$ cat config.mk
export PLATFORM = sky130hd
export DESIGN_NAME = uart_tx_bank
export DESIGN_NICKNAME = d
export VERILOG_FILES = /design/src/rtl/uart_pkg.sv /design/src/rtl/uart_tx_port.sv /design/src/rtl/uart_tx_bank.sv
export SDC_FILE = /design/constraint.sdc
export NUM_CORES = 2
export LEC_CHECK = 0
export CAP_MARGIN = 10
export CORE_MARGIN = 8
export CORE_UTILIZATION = 45
export CTS_BUF_LIST = sky130_fd_sc_hd__clkbuf_16
export CTS_CLUSTER_SIZE = 30
export DETAILED_ROUTE_END_ITERATION = 16
export PLACE_DENSITY = 0.6
export SYNTH_ARGS = -nofsm -noshare
export SYNTH_HDL_FRONTEND = slang
export SYNTH_SLANG_ARGS = --single-unit
$ cat constraint.sdc
create_clock -name clk -period 10.1 [get_ports clk]
set_input_delay 1.515 -clock clk [delete_from_list [all_inputs] [get_ports clk]]
set_output_delay 1.515 -clock clk [all_outputs]
set_load 0.1 [all_outputs]
$ cat src/rtl/uart_pkg.sv
// Shared UART definitions for the transmit bank: frame geometry and the
// serializer state encoding used by every TX port.
// Ports: none (package only).
package uart_pkg;

  localparam int UART_DATA_BITS  = 8;
  localparam int UART_FRAME_BITS = 10;  // start + 8 data + stop
  localparam int UART_IDX_W      = $clog2(UART_DATA_BITS);

  typedef logic [UART_DATA_BITS-1:0] uart_byte_t;
  typedef logic [UART_IDX_W-1:0]     uart_idx_t;

  typedef enum logic [1:0] {
    IDLE  = 2'd0,
    START = 2'd1,
    DATA  = 2'd2,
    STOP  = 2'd3
  } uart_tx_state_e;

endpackage

$ cat src/rtl/uart_tx_port.sv
// One UART transmit port: a frame FIFO feeding an 8N1 serializer.
// Latency: a frame written at edge c can launch its start bit on the first
//   bit_cke edge at or after c+1; tx is registered and moves only on bit_cke edges.
// Backpressure: none upstream; a write to a full FIFO (with no pop on that
//   edge) is dropped and latches the sticky overflow flag.
// Ports:
//   clk, reset  - clock, asynchronous active-high reset
//   data, we    - frame byte and its write enable
//   bit_cke     - one-clk pulse per bit period
//   tx          - serial output, idle high
//   full, busy, overflow - FIFO full, port active, sticky frame-dropped flag
module uart_tx_port
  import uart_pkg::*;
#(
  parameter int depth = 16
) (
  input  logic       clk,
  input  logic       reset,
  input  uart_byte_t data,
  input  logic       we,
  input  logic       bit_cke,
  output logic       tx,
  output logic       full,
  output logic       busy,
  output logic       overflow
);

  localparam int AW = $clog2(depth);
  // depth is a power of two, so depth == 2**AW
  localparam logic [AW:0] FULL_CNT = {1'b1, {AW{1'b0}}};

  // ---------------------------------------------------------------------------
  // FIFO storage and bookkeeping
  // ---------------------------------------------------------------------------
  uart_byte_t    mem [depth];
  logic [AW-1:0] wr_ptr;
  logic [AW-1:0] rd_ptr;
  logic [AW:0]   count;
  logic          empty;
  logic          push;
  logic          pop;

  // ---------------------------------------------------------------------------
  // Serializer registers
  // ---------------------------------------------------------------------------
  uart_tx_state_e state, state_nxt;
  uart_byte_t     shift, shift_nxt;
  uart_idx_t      idx, idx_nxt;
  logic           tx_r, tx_nxt;

  assign empty = (count == '0);
  assign full  = (count == FULL_CNT);
  // A pop on the same edge frees a slot, so a write to a full FIFO still lands.
  assign push  = we && (!full || pop);
  assign busy  = (state != IDLE) || !empty;
  assign tx    = tx_r;

  // Storage needs no reset: occupancy is tracked by count alone.
  always_ff @(posedge clk) begin
    if (push) begin
      mem[wr_ptr] <= data;
    end
  end

  always_ff @(posedge clk or posedge reset) begin
    if (reset) begin
      wr_ptr   <= '0;
      rd_ptr   <= '0;
      count    <= '0;
      overflow <= 1'b0;
    end else begin
      if (push) begin
        wr_ptr <= wr_ptr + AW'(1);
      end
      if (pop) begin
        rd_ptr <= rd_ptr + AW'(1);
      end
      case ({push, pop})
        2'b10:   count <= count + (AW+1)'(1);
        2'b01:   count <= count - (AW+1)'(1);
        default: count <= count;
      endcase
      if (we && !push) begin
        overflow <= 1'b1;
      end
    end
  end

  // ---------------------------------------------------------------------------
  // Serializer FSM: state register
  // ---------------------------------------------------------------------------
  always_ff @(posedge clk or posedge reset) begin
    if (reset) begin
      state <= IDLE;
      shift <= '0;
      idx   <= '0;
      tx_r  <= 1'b1;
    end else begin
      state <= state_nxt;
      shift <= shift_nxt;
      idx   <= idx_nxt;
      tx_r  <= tx_nxt;
    end
  end

  // ---------------------------------------------------------------------------
  // Serializer FSM: next state and pop. Everything holds unless bit_cke is set.
  // empty is the pre-write occupancy, so a frame written on this edge is never
  // popped on the same edge.
  // ---------------------------------------------------------------------------
  always_comb begin
    state_nxt = state;
    shift_nxt = shift;
    idx_nxt   = idx;
    tx_nxt    = tx_r;
    pop       = 1'b0;
    if (bit_cke) begin
      case (state)
        IDLE: begin
          if (!empty) begin
            pop       = 1'b1;
            shift_nxt = mem[rd_ptr];
            tx_nxt    = 1'b0;
            state_nxt = START;
          end else begin
            tx_nxt = 1'b1;
          end
        end
        START: begin
          // Bit 0 goes out unshifted; DATA shifts before presenting each later bit.
          tx_nxt    = shift[0];
          idx_nxt   = '0;
          state_nxt = DATA;
        end
        DATA: begin
          if (idx != uart_idx_t'(UART_DATA_BITS - 1)) begin
            shift_nxt = shift >> 1;
            tx_nxt    = shift[1];
            idx_nxt   = idx + uart_idx_t'(1);
          end else begin
            tx_nxt    = 1'b1;
            state_nxt = STOP;
          end
        end
        STOP: begin
          // Chaining straight into the next start bit keeps streams gap-free.
          if (!empty) begin
            pop       = 1'b1;
            shift_nxt = mem[rd_ptr];
            tx_nxt    = 1'b0;
            state_nxt = START;
          end else begin
            tx_nxt    = 1'b1;
            state_nxt = IDLE;
          end
        end
        default: begin
          tx_nxt    = 1'b1;
          state_nxt = IDLE;
        end
      endcase
    end
  end

endmodule

$ cat src/rtl/uart_tx_bank.sv
// Bank of n independent UART transmit ports fed from the matrix frame bus.
// Latency: per port as uart_tx_port (frame in FIFO after the write edge,
//   start bit on the next bit_cke edge at the earliest).
// Backpressure: none; each port drops frames when full and flags overflow.
// Ports:
//   clk, reset - clock, asynchronous active-high reset
//   data, cke  - shared frame byte, per-port write enables (any number set)
//   bit_cke    - shared one-clk bit-rate pulse
//   tx, full, busy, overflow - per-port serial output and status
module uart_tx_bank
  import uart_pkg::*;
#(
  parameter int n     = 8,
  parameter int depth = 16
) (
  input  logic         clk,
  input  logic         reset,
  input  uart_byte_t   data,
  input  logic [n-1:0] cke,
  input  logic         bit_cke,
  output logic [n-1:0] tx,
  output logic [n-1:0] full,
  output logic [n-1:0] busy,
  output logic [n-1:0] overflow
);

  for (genvar i = 0; i < n; i++) begin : g_port
    uart_tx_port #(
      .depth(depth)
    ) u_port (
      .clk     (clk),
      .reset   (reset),
      .data    (data),
      .we      (cke[i]),
      .bit_cke (bit_cke),
      .tx      (tx[i]),
      .full    (full[i]),
      .busy    (busy[i]),
      .overflow(overflow[i])
    );
  end

endmodule

==> flow_summary.yaml <==
worst_setup_path:
  arrival_ps: 3320
  reg2reg_slack_ps: 6500
  crit_path_end: "full[1]"
  worstSetupEndpointType: "primary output"
  cp.required_ps: 8590
  reg2reg_from: "g_port[6].u_port.state[0]"
  crit_fanout: 4
  reg2reg_to: "g_port[6].u_port.mem[3][1]"
  crit_type: "reg2out"
  cp-startpoint: "g_port[1].u_port.count[1]"
  cp-start-kind: "flip-flop"
  r2r_cells: 6
sta:
  maxSlewViolCount: 0
  finalSetupTns_ps: 0
  post-route-min-period_ps: 4832
  worst_slew_pin_slew_ps: 1194
  relSlewSlack_pct: 19.81
  rsz0062_at_grt: "no"
  period_share_pct: 47.84
  hold_viol: 0
  finalClockSkew_ps: 25.11
  clock.fmax_ghz: 0.2070
  finalSetupViolCount: 0
  hold_slack_ps: 470.5
synth:
  ys_seq_area_share_pct: 68.94
  async_flop_share_pct: 17.95
  synth_edf_count: 1024
  synth_area_mm2: 0.05275
  synth_area_per_cell_um2: 16.39
  ys_ff_latch: 1248
  syn_inst: 3218
  synth.distinct_cells: 79
  syn_nets: 3365
  yosysWarningCount: 0
  synth_top_flop_cell: "edfxtp_1"
drt:
  via_per_inst: 5.644
  drt-total-wl_um: 110900
  drcViolationCount: 0
  vias: 27620
  drt_pass1_iterations: 6
  wire_per_inst_um: 22.65
  drt_iter0_drc: 2258
  ant_nets: 0
finish:
  layout.cells.most_common: "edfxtp_1"
  drive_above_1_share_pct: 15.43
  syn2layout_area_growth_pct: 11.29
  layout.nets: 3411
  final_cell_mix: "edfxtp_1 (1024), dfrtp_1 (213), mux2i_1 (167)"
  utilization_pct: 50.52
die:
  start_util_pct: 45.40
  die_area_mm2: 0.1284
  core_region_area_mm2: 0.1162
  ios: 51
  fp.dieW_um: 358.4
  die_h_um: 358.4
  std_cell_rows: 125
placed_design:
  detailed_place_hpwl_um: 68680
  io_buffers: 50
  gp_congestion: 0.8384
power:
  p_sw_mw: 5.911
  pwr-share-comb_pct: 32.3
  powerDensity_mw_per_mm2: 298.7
  total_power_mw: 17.54
  power_frac_seq_pct: 41.0
  internal_power_mw: 11.63
  p_leak_nw: 20.59
  ir_worst_vdd_uv: 182.5
  p_clk_share_pct: 26.7
  swShare_pct: 33.71
grt:
  grt_max_degree: 93
  grt_pass1_vias: 29140
  grt.overflow.total: 0
  grtUsageTotal_pct: 17.23
  grt_pass1_wl_um: 172000
  antenna_found_initial: 1
cts:
  ctsResizeCount: 0
  clk_pin_slew_ps: 60
  cts_buffer_depth: 3
  cts_htree_levels: 4
  ctsHoldBuffers: 0
  cts_tree: "built"
  clock-sinks: 1248
  clk-insertion-delay-late_ps: 730
  numCtsBuffers: 132
  cts_setup_buffers: 0
  cts_root_buffer: "clkbuf_16"
run_status:
  status: "finished clean"
worst_hold_path:
  hold_path_class: "reg2reg"
flow_run:
  drv_cap: 0
-- cell usage after synthesis, types with 14 or more instances --
cell type | n | area [um2]
edfxtp_1 | 1024 | 30750
dfrtp_1 | 216 | 5405
mux2i_1 | 167 | 1672
mux4_2 | 161 | 3626
nand2_1 | 149 | 559.3
nor2_1 | 140 | 525.5
ha_1 | 120 | 1501
inv_1 | 98 | 367.9
a22oi_1 | 89 | 668.1
a21oi_1 | 79 | 395.4
mux2_2 | 78 | 878.3
and2_1 | 72 | 450.4
xnor2_1 | 67 | 586.8
buf_2 | 58 | 290.3
o21ai_0 | 57 | 285.3
nor2b_1 | 51 | 319.1
clkbuf_1 | 49 | 183.9
o22ai_1 | 48 | 300.3
a31oi_1 | 40 | 250.2
buf_4 | 40 | 300.3
a22o_1 | 38 | 332.8
or3_1 | 34 | 212.7
nand2b_1 | 28 | 175.2
a211oi_1 | 23 | 172.7
buf_1 | 20 | 75.07
nand3_1 | 19 | 95.09
nand3b_1 | 19 | 142.6
nor3_1 | 19 | 95.09
a21o_1 | 18 | 135.1
a2111oi_0 | 15 | 131.4
nand4_1 | 14 | 87.58
-- area by class of cell --
cell class	instances	area, um2
Clock inverter	100	754.5
Fill cell	9417	57500
Timing Repair Buffer	83	720.7
Multi-Input combinational cell	1701	15100
Sequential cell	1248	36370
Inverter	98	375.4
Tap cell	1524	1907
Clock buffer	139	3478
Antenna cell	1	2.502
-- sequential cells by signal, indices dropped and copies added (netlist names) --
| signal | count |
|---|---|
| g_port.u_port.mem | 1024 |
| g_port.u_port.shift | 64 |
| g_port.u_port.count | 40 |
| g_port.u_port.rd_ptr | 32 |
| g_port.u_port.wr_ptr | 32 |
| g_port.u_port.idx | 24 |
| g_port.u_port.state | 16 |
| g_port.u_port.overflow | 8 |
| g_port.u_port.tx | 8 |
-- worst min path at each step --
stage	slack, ps	end	from	cells past startpoint
final	470	g_port[4].u_port.rd_ptr[0]	g_port[4].u_port.rd_ptr[0]	1
after global routing	510	g_port[4].u_port.overflow	g_port[4].u_port.overflow	1
after CTS	480	g_port[4].u_port.rd_ptr[0]	g_port[4].u_port.rd_ptr[0]	1
after detailed placement	460	g_port[7].u_port.overflow	g_port[7].u_port.overflow	1
after global placement	460	g_port[7].u_port.overflow	g_port[7].u_port.overflow	1
after floorplan	440	g_port[0].u_port.overflow	g_port[0].u_port.overflow	1
-- worst max-delay path: stages (launching register included) --
cell and delay (ps):
dfrtp_1 400, nor4_1 630, nand2_1 150, inv_1 200, clkdlybuf4s50_1 1190
-- cells by family after synthesis --
family	synth area share, %
buffers and inverters	2.434
DFF	68.94
muxes	11.88
xor gates and xnor gates	1.212
adders and majority gates	3.150
AOI/OAI and AO/OA	6.606
and+or+nand+nor	5.785
-- layer usage --
metal	track usage, %	up-vias	wire length (um)	share of wire, %
li1	-	12570	-	-
met1	23.31	14260	48720	44
met2	28.76	619	54660	49
met3	2.732	174	4804	4.3
met4	5.266	0	2690	2.4
met5	0	-	0	0
-- power groups by stage --
stage / Combinational [mW] / Sequential, mW / Clock (mW)
2_1_floorplan: 4.61 / 6.92 / 0
3_3_place_gp: 5.51 / 7.23 / 0
3_5_place_dp: 5.69 / 7.28 / 0
4_1_cts: 5.72 / 7.19 / 4.79
5_1_grt: 6.18 / 7.30 / 4.99
6_report: 5.66 / 7.19 / 4.69
-- through the flow --
| stage | std cells | setup slack, ps | cell area, um2 |
|---|---|---|---|
| finish | 4894 | 5268 | 58710 |
| global route | 4893 | 5054 | 58710 |
| CTS | 4889 | 5186 | 58680 |
| detailed placement | 4650 | 5265 | 54450 |
| global placement | 4650 | 5451 | 54450 |
| floorplan | 3218 | 2464 | 52750 |
Note: power is estimated with default switching activity, not from simulation.
